==> src/rtl/mig_burst_pkg.sv <==
// Shared types for the MIG burst engine: FSM states, app_cmd encodings, saturating counter helper.
package mig_burst_pkg;

  typedef enum logic [2:0] {
    CALIB,
    IDLE,
    WRITE,
    READ,
    DONE
  } state_e;

  localparam logic [2:0] CMD_WRITE = 3'b000;
  localparam logic [2:0] CMD_READ  = 3'b001;

  function automatic logic [31:0] sat_inc32(input logic [31:0] v);
    return (v == 32'hFFFF_FFFF) ? v : v + 32'd1;
  endfunction

endpackage

==> src/rtl/mig_rd_fifo.sv <==
// Synchronous FIFO with occupancy count; head visible 1 cycle after push.
// Push while full is accepted only together with a pop; pop on empty is ignored.
module mig_rd_fifo #(
  parameter int DEPTH = 16,
  parameter int WIDTH = 256
) (
  input  logic                   clk,
  input  logic                   rst,
  input  logic                   push,
  input  logic [WIDTH-1:0]       push_dat,
  input  logic                   pop,
  output logic [WIDTH-1:0]       head_dat,
  output logic                   empty,
  output logic [$clog2(DEPTH):0] count
);

  localparam int PTR_W = $clog2(DEPTH);

  logic [WIDTH-1:0] mem_q [DEPTH];
  logic [PTR_W-1:0] wr_ptr_q, wr_ptr_d;
  logic [PTR_W-1:0] rd_ptr_q, rd_ptr_d;
  logic [PTR_W:0]   count_q, count_d;
  logic             do_push, do_pop;

  always_comb begin
    do_pop   = pop && (count_q != '0);
    do_push  = push && ((count_q != (PTR_W+1)'(DEPTH)) || do_pop);
    wr_ptr_d = wr_ptr_q + PTR_W'(do_push);
    rd_ptr_d = rd_ptr_q + PTR_W'(do_pop);
    count_d  = count_q + (PTR_W+1)'(do_push) - (PTR_W+1)'(do_pop);
  end

  always_ff @(posedge clk) begin
    if (rst) begin
      wr_ptr_q <= '0;
      rd_ptr_q <= '0;
      count_q  <= '0;
    end else begin
      wr_ptr_q <= wr_ptr_d;
      rd_ptr_q <= rd_ptr_d;
      count_q  <= count_d;
    end
  end

  always_ff @(posedge clk) begin
    if (do_push) mem_q[wr_ptr_q] <= push_dat;
  end

  assign head_dat = mem_q[rd_ptr_q];
  assign empty    = (count_q == '0);
  assign count    = count_q;

endmodule

==> src/rtl/mig_burst_engine.sv <==
// Burst read/write engine for the MIG app interface; write beats pass through combinationally, reads return via a credit-managed FIFO.
// Optional counters behind MIG_BURST_STATS_EN (stat_wr_beats, stat_rd_beats, stat_stall_cycles).
module mig_burst_engine
  import mig_burst_pkg::*;
#(
  parameter int ADDR_W        = 29,
  parameter int DATA_W        = 256,
  parameter int LEN_W         = 16,
  parameter int ADDR_STRIDE   = 8,
  parameter int RD_FIFO_DEPTH = 16
) (
  input  logic                ui_clk,
  input  logic                ui_clk_sync_rst,
  input  logic                init_calib_complete,
  input  logic                req_valid,
  output logic                req_ready,
  input  logic                req_write,
  input  logic [ADDR_W-1:0]   req_addr,
  input  logic [LEN_W-1:0]    req_len,
  input  logic                wr_valid,
  output logic                wr_ready,
  input  logic [DATA_W-1:0]   wr_data,
  output logic                rd_valid,
  input  logic                rd_ready,
  output logic [DATA_W-1:0]   rd_data,
  output logic                busy,
  output logic                done,
`ifdef MIG_BURST_STATS_EN
  output logic [31:0]         stat_wr_beats,
  output logic [31:0]         stat_rd_beats,
  output logic [31:0]         stat_stall_cycles,
`endif
  output logic [ADDR_W-1:0]   app_addr,
  output logic [2:0]          app_cmd,
  output logic                app_en,
  input  logic                app_rdy,
  output logic [DATA_W-1:0]   app_wdf_data,
  output logic                app_wdf_wren,
  output logic                app_wdf_end,
  output logic [DATA_W/8-1:0] app_wdf_mask,
  input  logic                app_wdf_rdy,
  input  logic [DATA_W-1:0]   app_rd_data,
  input  logic                app_rd_data_valid
);

  localparam int CNT_W = $clog2(RD_FIFO_DEPTH) + 1;

  state_e             state_q, state_d;
  logic [ADDR_W-1:0]  addr_q, addr_d;
  logic [LEN_W-1:0]   len_q, len_d;
  logic [LEN_W-1:0]   issued_q, issued_d;
  logic [LEN_W-1:0]   pushed_q, pushed_d;
  logic [CNT_W-1:0]   outst_q, outst_d;

  logic [CNT_W-1:0]   fifo_count;
  logic               fifo_empty;
  logic               credit_ok, wr_fire, rd_cmd_en, rd_accept, rd_ret;

  always_comb begin
    // Space is reserved for every in-flight read so returning data can never overflow the FIFO.
    credit_ok = ({1'b0, fifo_count} + {1'b0, outst_q}) < (CNT_W+1)'(RD_FIFO_DEPTH);
    wr_fire   = (state_q == WRITE) && app_rdy && app_wdf_rdy && wr_valid;
    rd_cmd_en = (state_q == READ) && (issued_q != len_q) && credit_ok;
    rd_accept = rd_cmd_en && app_rdy;
    rd_ret    = app_rd_data_valid && (outst_q != '0);

    state_d  = state_q;
    addr_d   = addr_q;
    len_d    = len_q;
    issued_d = issued_q;
    pushed_d = pushed_q;
    outst_d  = outst_q + CNT_W'(rd_accept) - CNT_W'(rd_ret);

    case (state_q)
      CALIB: if (init_calib_complete) state_d = IDLE;
      IDLE: begin
        if (req_valid) begin
          addr_d   = req_addr;
          len_d    = req_len;
          issued_d = '0;
          pushed_d = '0;
          if (req_len == '0)  state_d = DONE;
          else if (req_write) state_d = WRITE;
          else                state_d = READ;
        end
      end
      WRITE: begin
        if (wr_fire) begin
          addr_d   = addr_q + ADDR_W'(ADDR_STRIDE);
          issued_d = issued_q + LEN_W'(1);
          if (issued_q == len_q - LEN_W'(1)) state_d = DONE;
        end
      end
      READ: begin
        if (rd_accept) begin
          addr_d   = addr_q + ADDR_W'(ADDR_STRIDE);
          issued_d = issued_q + LEN_W'(1);
        end
        if (app_rd_data_valid) begin
          pushed_d = pushed_q + LEN_W'(1);
          if (pushed_q == len_q - LEN_W'(1)) state_d = DONE;
        end
      end
      DONE:    state_d = IDLE;
      default: state_d = CALIB;
    endcase
  end

  always_ff @(posedge ui_clk) begin
    if (ui_clk_sync_rst) begin
      state_q  <= CALIB;
      addr_q   <= '0;
      len_q    <= '0;
      issued_q <= '0;
      pushed_q <= '0;
      outst_q  <= '0;
    end else begin
      state_q  <= state_d;
      addr_q   <= addr_d;
      len_q    <= len_d;
      issued_q <= issued_d;
      pushed_q <= pushed_d;
      outst_q  <= outst_d;
    end
  end

  mig_rd_fifo #(
    .DEPTH (RD_FIFO_DEPTH),
    .WIDTH (DATA_W)
  ) u_rd_fifo (
    .clk      (ui_clk),
    .rst      (ui_clk_sync_rst),
    .push     (app_rd_data_valid),
    .push_dat (app_rd_data),
    .pop      (rd_valid && rd_ready),
    .head_dat (rd_data),
    .empty    (fifo_empty),
    .count    (fifo_count)
  );

  assign rd_valid     = !fifo_empty;
  assign req_ready    = (state_q == IDLE);
  assign busy         = (state_q == WRITE) || (state_q == READ) || (state_q == DONE);
  assign done         = (state_q == DONE);
  assign app_addr     = addr_q;
  assign app_cmd      = (state_q == READ) ? CMD_READ : CMD_WRITE;
  assign app_en       = wr_fire || rd_cmd_en;
  assign app_wdf_wren = wr_fire;
  assign app_wdf_end  = wr_fire;
  assign app_wdf_data = wr_data;
  assign app_wdf_mask = '0;
  assign wr_ready     = wr_fire;

`ifdef MIG_BURST_STATS_EN
  logic [31:0] st_wr_q, st_wr_d, st_rd_q, st_rd_d, st_stall_q, st_stall_d;

  always_comb begin
    st_wr_d    = wr_fire   ? sat_inc32(st_wr_q) : st_wr_q;
    st_rd_d    = rd_accept ? sat_inc32(st_rd_q) : st_rd_q;
    st_stall_d = (app_en && !app_rdy) ? sat_inc32(st_stall_q) : st_stall_q;
  end

  always_ff @(posedge ui_clk) begin
    if (ui_clk_sync_rst) begin
      st_wr_q    <= '0;
      st_rd_q    <= '0;
      st_stall_q <= '0;
    end else begin
      st_wr_q    <= st_wr_d;
      st_rd_q    <= st_rd_d;
      st_stall_q <= st_stall_d;
    end
  end

  assign stat_wr_beats     = st_wr_q;
  assign stat_rd_beats     = st_rd_q;
  assign stat_stall_cycles = st_stall_q;
`endif

endmodule

==> config.mk <==
export PLATFORM = sky130hd
export DESIGN_NAME = mig_burst_engine
export DESIGN_NICKNAME = d
export VERILOG_FILES = /design/src/rtl/mig_burst_pkg.sv /design/src/rtl/mig_rd_fifo.sv /design/src/rtl/mig_burst_engine.sv
export SDC_FILE = /design/constraint.sdc
export NUM_CORES = 2
export LEC_CHECK = 0
export BUFFER_PORTS_ARGS = -buffer_cell sky130_fd_sc_hd__buf_2
export CORE_MARGIN = 2
export CORE_UTILIZATION = 39
export DETAILED_ROUTE_END_ITERATION = 8
export PLACE_DENSITY = 0.66
export SLEW_MARGIN = 15
export SYNTH_ARGS = -nofsm -noshare
export SYNTH_HDL_FRONTEND = slang
export SYNTH_SLANG_ARGS = --single-unit
==> constraint.sdc <==
create_clock -name ui_clk -period 22 [get_ports ui_clk]
set_clock_uncertainty 0.05 [all_clocks]
set_input_delay 2.2 -clock ui_clk [delete_from_list [all_inputs] [get_ports ui_clk]]
set_output_delay 2.2 -clock ui_clk [all_outputs]
set_load 0.05 [all_outputs]
# Yosys cells after proc, flatten, opt, wreduce, memory -nomap -nowiden
# Memory sizes are Yosys's and may differ from the RTL's. A register that Yosys moved wholly into a read port is not among the register bits.
# Cells that the tools add are included.
# word_totals
mem_count,1
mem_bits_rw,4096
input_bits,567
out_inout_bits,584
elab_cells,86
register_bits,98
# memory_table
name,depth,word_bits,read_ports,rd_ports_with_merged_regs,wr,line_no,rtl
u_rd_fifo.mem_q,16,256,1,1,1,mig_rd_fifo.sv:19,logic [WIDTH-1:0] mem_q [DEPTH];
# op_classes
mux,23
n_eq_ne,15
n_lt_le_gt_ge,1
add_sub_neg,11
n_reduce_logical,26
# op_table
cell,n
$mux W29,3
$pmux W29 S3,1
$mux W16,4
$pmux W16 S3,1
$add A16 B1 Y16 const B,2
$eq A16 B16 Y1,2
$pmux W16 S2,1
$add A29 B4 Y29 const B,1
$mux W3,7
$logic_not A16 Y1,1
$ne A16 B16 Y1,1
$sub A16 B1 Y16 const B,1
$pmux W3 S5,1
$ne A2 B2 Y1 const B,6
$add A5 B1 Y5,2
$logic_and A1 B1 Y1,10
$reduce_bool A5 Y1,2
$sub A5 B1 Y5,2
$add A4 B1 Y4,2
$add A5 B5 Y6,1
$eq A3 B2 Y1 const B,2
$lt A6 B5 Y1 const B,1
$reduce_and A6 Y1,1
$logic_not A5 Y1,1
other kinds (14),20

# Depth between registers and ports, before layout
# depth
ltp_word,8
depth_mapped,15
ltp_nobuf,15

# Cells and area by module
# From an unflattened synthesis, not the netlist that was laid out.
# unflattened
hier_cells,7665
area_unflattened_um2,162301.9
# by_module_without_submodules
module,area_each_um2,seq_area_each_um2,cells_per_inst,instances
mig_rd_fifo,154484.4,123258.2,6633,1
mig_burst_engine,7817.5,1701.6,1032,1

# Worst setup path before layout
# Ideal clock, no wire load.
# synth_path
path_kind,in2reg
start,input port rd_ready
end,memory u_rd_fifo.mem_q[0][0] (enable)
setup_slack_ns,0.757
path_buffers,0
setup_ns,1.186
cell_stages,4
required_time_ns,20.764
t_arrival_ns,20.007
path_cell_list,nand2b_1 -> o21ai_0 -> or3_1 -> nor3_1
# synth_via
elab_chain_len,6
# synth_rtl
item,line_no,rtl
from (decl),mig_burst_engine.sv:24,"input logic rd_ready,"
$logic_and A1 B1 Y1,mig_burst_engine.sv:135,".pop (rd_valid && rd_ready),"
$logic_and A1 B1 Y1,mig_rd_fifo.sv:26,do_pop = pop && (count_q != '0);
$logic_or A1 B1 Y1,mig_rd_fifo.sv:27,do_push = push && ((count_q != (PTR_W+1)'(DEPTH)) || do_pop);
$logic_and A1 B1 Y1,mig_rd_fifo.sv:27,
$mux W1,mig_rd_fifo.sv:46,if (do_push) mem_q[wr_ptr_q] <= push_dat;
$mux W1 (not written as such),mig_rd_fifo.sv:46,
to (decl),mig_rd_fifo.sv:19,
# Every way passes these cells.

==> results.txt <==
----------------------------------------------------
[Layout]
  Commonest cells after routing, fill and taps aside ... edfxtp_1, mux4_2, buf_2, clkbuf_16, buf_4
  Number of filler cells placed in the layout ... 34300
  Ratio of cells with drive above 1 in the final layout ... 0.334
  Combined area of the multi-input logic cells ... 33200 sq um
  Layout Area Growth over Synthesis ... 13.2%
  Post-layout instance count excluding filler cells ... 13300
  Most common cell after layout, fill and taps aside ... edfxtp_1
  Net count reported at finish ... 8050
  Seq. cell area ... 125000 sq um

[Synth]
  Sequential fraction of the synthesis area ... 0.774
  Post-synthesis cell area ... 162000 sq um
  Number of synthesized register bits ... 4194
  Cell variety after synth ... 72
  Async set-or-reset flop fraction in the synthesized netlist ... 0
  Post-synthesis average cell area ... 23.5 sq um
  Count of flip-flops with a built-in enable after synthesis ... 4096
  Top area cells in the synthesized netlist ... edfxtp_1, mux4_2, buf_4
  Total number of yosys warnings ... 0
  Gate count of the mapped netlist ... 6884
  Leading register cell type out of synthesis ... edfxtp_1
  Largest area contributor in the synthesized netlist ... edfxtp_1
  Area share of the leading cell type in the synthesized netlist ... 0.761

[Detailed routing]
  Total vias in the final route ... 74600
  Detail-routed via count per cell ... 5.60
  Wirelength, routed ... 439 mm
  DRT Pass-1 Iters ... 6
  Routed wirelength normalized by instance count ... 32.9 microns
  DRC Markers ... 0
  DRC violation total after the first TritonRoute iteration ... 7834
  Detail Route Antenna Nets ... 0

[Global routing]
  Remaining Overflow, GRT ... 0
  All-Layer GR Usage ... 0.205
  Wire length of the first global-routing pass ... 606 mm
  Antenna violations before repair ... 120
  Vias in the first global route ... 75700
  Pin count of the biggest net entering global routing ... 140

[Timing]
  Hold slack final ... 0.480 ns
  Final Slew Violations ... 0
  Final number of hold-violating endpoints ... 0
  Final-report setup violation count ... 0
  Period utilisation layout ... 0.433
  Transition time at the pin with the least slew margin ... 1.16 ns
  Time the final worst path needs with I/O delays and setup ... 9.52 ns
  Final setup TNS ... 0 ns
  Peak clock frequency supported by timing ... 105 MHz
  Relative max-transition margin ... 0.223
  Unrepaired setup endpoints after global routing ... false

[Setup path]
  Worst Path Arrival ... 7.27 ns
  Slowest cell on crit path ... buf_4
  Start of the worst register-to-register path ... u_rd_fifo.count[3]
  Crit path cell chain ... buf_4, buf_4, buf_4, buf_12, buf_4, mux4_2, mux4_2, buf_2
  CP max stage delay ... 0.98 ns
  Source of the critical timing path ... u_rd_fifo.rd_ptr_q[1]
  Delay-heaviest family, CP ... buffers and inverters
  Kind of end point of the critical path ... output port
  Max FO, Critical Path ... 139
  Worst setup SP type ... register
  CP Data Required Time ... 19.75 ns
  Buffer and inverter count on the worst path ... 6
  Most frequent CP cell ... buf_4
  Worst Path Class, Setup ... reg -> out

[Clock network]
  Clock latency at the later pin of the worst-skew pair ... 0.94 ns
  CTS H-tree lvls ... 5
  Number of buffers created by CTS ... 419
  CTS tree ... built
  Clock-pin slew on the worst setup and hold paths ... 0.06 ns
  Post-CTS Repair Setup Buffers ... 0
  Quantity of hold-fixing buffers added after cts ... 0
  Number of gates resized after CTS ... 0
  CTS Root Buffer Type ... clkbuf_16
  Number of clock sinks seen by CTS ... 4194
  Maximum root-to-sink buffer count ... 4

[Hold path]
  Path type of the worst min-delay path ... reg -> reg
  Origin of the worst min-delay path ... pushed_q[14]

[Die]
  Starting utilization of the core area ... 0.391
  Die span in x ... 648 microns
  Number of rows created at floorplan ... 236
  DIE AREA ... 419000 sq um
  Number of primary I/O pins ... 1151
  Die extent in y ... 648 microns
  Core area ... 413000 sq um

[Place]
  Total half-perimeter wirelength after legalization and detailed placement ... 256 mm
  Count of input and output buffers ... 604
  Global placement routability congestion ... 0.909
  Number of placed cells counting well taps ... 12500

[Run]
  Max-cap violations ... 0

[Pwr]
  Leakage power summed over all cells ... 55.9 nW
  Power density over cell area ... 110 nW/um^2
  VDD IR max ... 0.000104 V

[Outcome]
  Outcome ... completed

----------------------------------------------------
==> area by class of cell <==
type / instances / area share
Tap cell: 5474 / 0.0375
Clock buffer: 524 / 0.0596
Inverter: 33 / 0.000677
Timing Repair Buffer: 765 / 0.0242
Multi-Input combinational cell: 2044 / 0.181
Clock inverter: 223 / 0.0126
Antenna cell: 58 / 0.000794
Sequential cell: 4194 / 0.683
==> layer usage <==
metal,vias to the layer above,global-route usage,routed length (microns)
met4,48,0.107,25400
met2,3369,0.329,211000
met1,40200,0.242,154000
li1,30100,-,-
met3,870,0.0742,46800
met5,-,0.00543,632
==> through the flow <==
step           instance area, sq um  power, mW  worst slack [ns]  utilization
3_5_place_dp                 170000       13.4             13.00        0.411
3_3_place_gp                 170000       13.4             13.08        0.411
6_report                     183000       20.1             12.48        0.443
2_1_floorplan                162000       12.5             0.757            -
4_1_cts                      183000       20.3             11.91        0.443
5_1_grt                      183000       20.8             11.65        0.443
==> where the power goes <==
part | total (mW) | internal (mW) | leakage, nW | switching [mW]
Clock | 6.86 | 3.85 | 6.35 | 3.01
Combinational | 4.14 | 1.67 | 11.7 | 2.47
Sequential | 9.06 | 8.96 | 37.8 | 0.106
==> cell families (layout without fill, tap and decap cells) <==
family,Yosys count,after routing,synth area share
flip-flops,4194,4194,0.774
multiplexers,1286,1286,0.176
buffers and inverters,679,1545,0.0227
AND/OR/NAND/NOR,386,386,0.0122
AO/OA/AOI/OAI,229,229,0.00895
XOR/XNOR,83,83,0.00459
adder cells (fa/ha/maj),26,26,0.00211
other,1,92,0.0000232
==> sequential cells by signal, indices dropped and copies added (netlist names) <==
register and cells:
u_rd_fifo.wr_ptr_q 4, issued_q 16, app_addr 29, pushed_q 16
u_rd_fifo.mem_q 4096, outst_q 5, u_rd_fifo.rd_ptr_q 4, state_q 3
len_q 16, u_rd_fifo.count 5
==> cell usage after synthesis (5+ instances only) <==
cell type	instances
a211oi_1	48
dfxtp_1	98
nor2_1	99
a21oi_1	94
a31oi_1	7
o21bai_1	5
nand2_1	84
mux2i_1	41
mux4_2	1241
edfxtp_1	4096
buf_1	104
nand2b_1	6
or3_1	12
buf_4	292
nor3_1	15
ha_1	24
and2_1	7
and4_1	6
and3_1	18
inv_1	33
nand3_1	29
xor2_1	38
a2111oi_0	7
xnor2_1	44
o21ai_0	30
nand4_1	24
clkbuf_1	247
nor4_1	13
nor2b_1	51
==> final timing paths <==
check / to / slack [ns] / cells past startpoint
worst min register to register: pushed_q[14] / 0.48 / 2
worst max register to register: u_rd_fifo.mem_q[5][119] / 16.39 / 11
worst min-delay path: pushed_q[14] / 0.48 / 2
worst max-delay path: rd_data[14] / 12.48 / 8
==> worst register-to-register path: stages, from the launching register on <==
cell and delay [ns]:
dfxtp_1 0.37, inv_1 0.08, ha_1 0.19, nand3_1 0.09
o21ai_0 0.18, nor2_1 0.13, nand2_1 0.21, nor2_4 0.73
buf_4 0.66, buf_4 0.87, buf_4 0.80, buf_4 0.81
(Power assumes the default switching activity.)
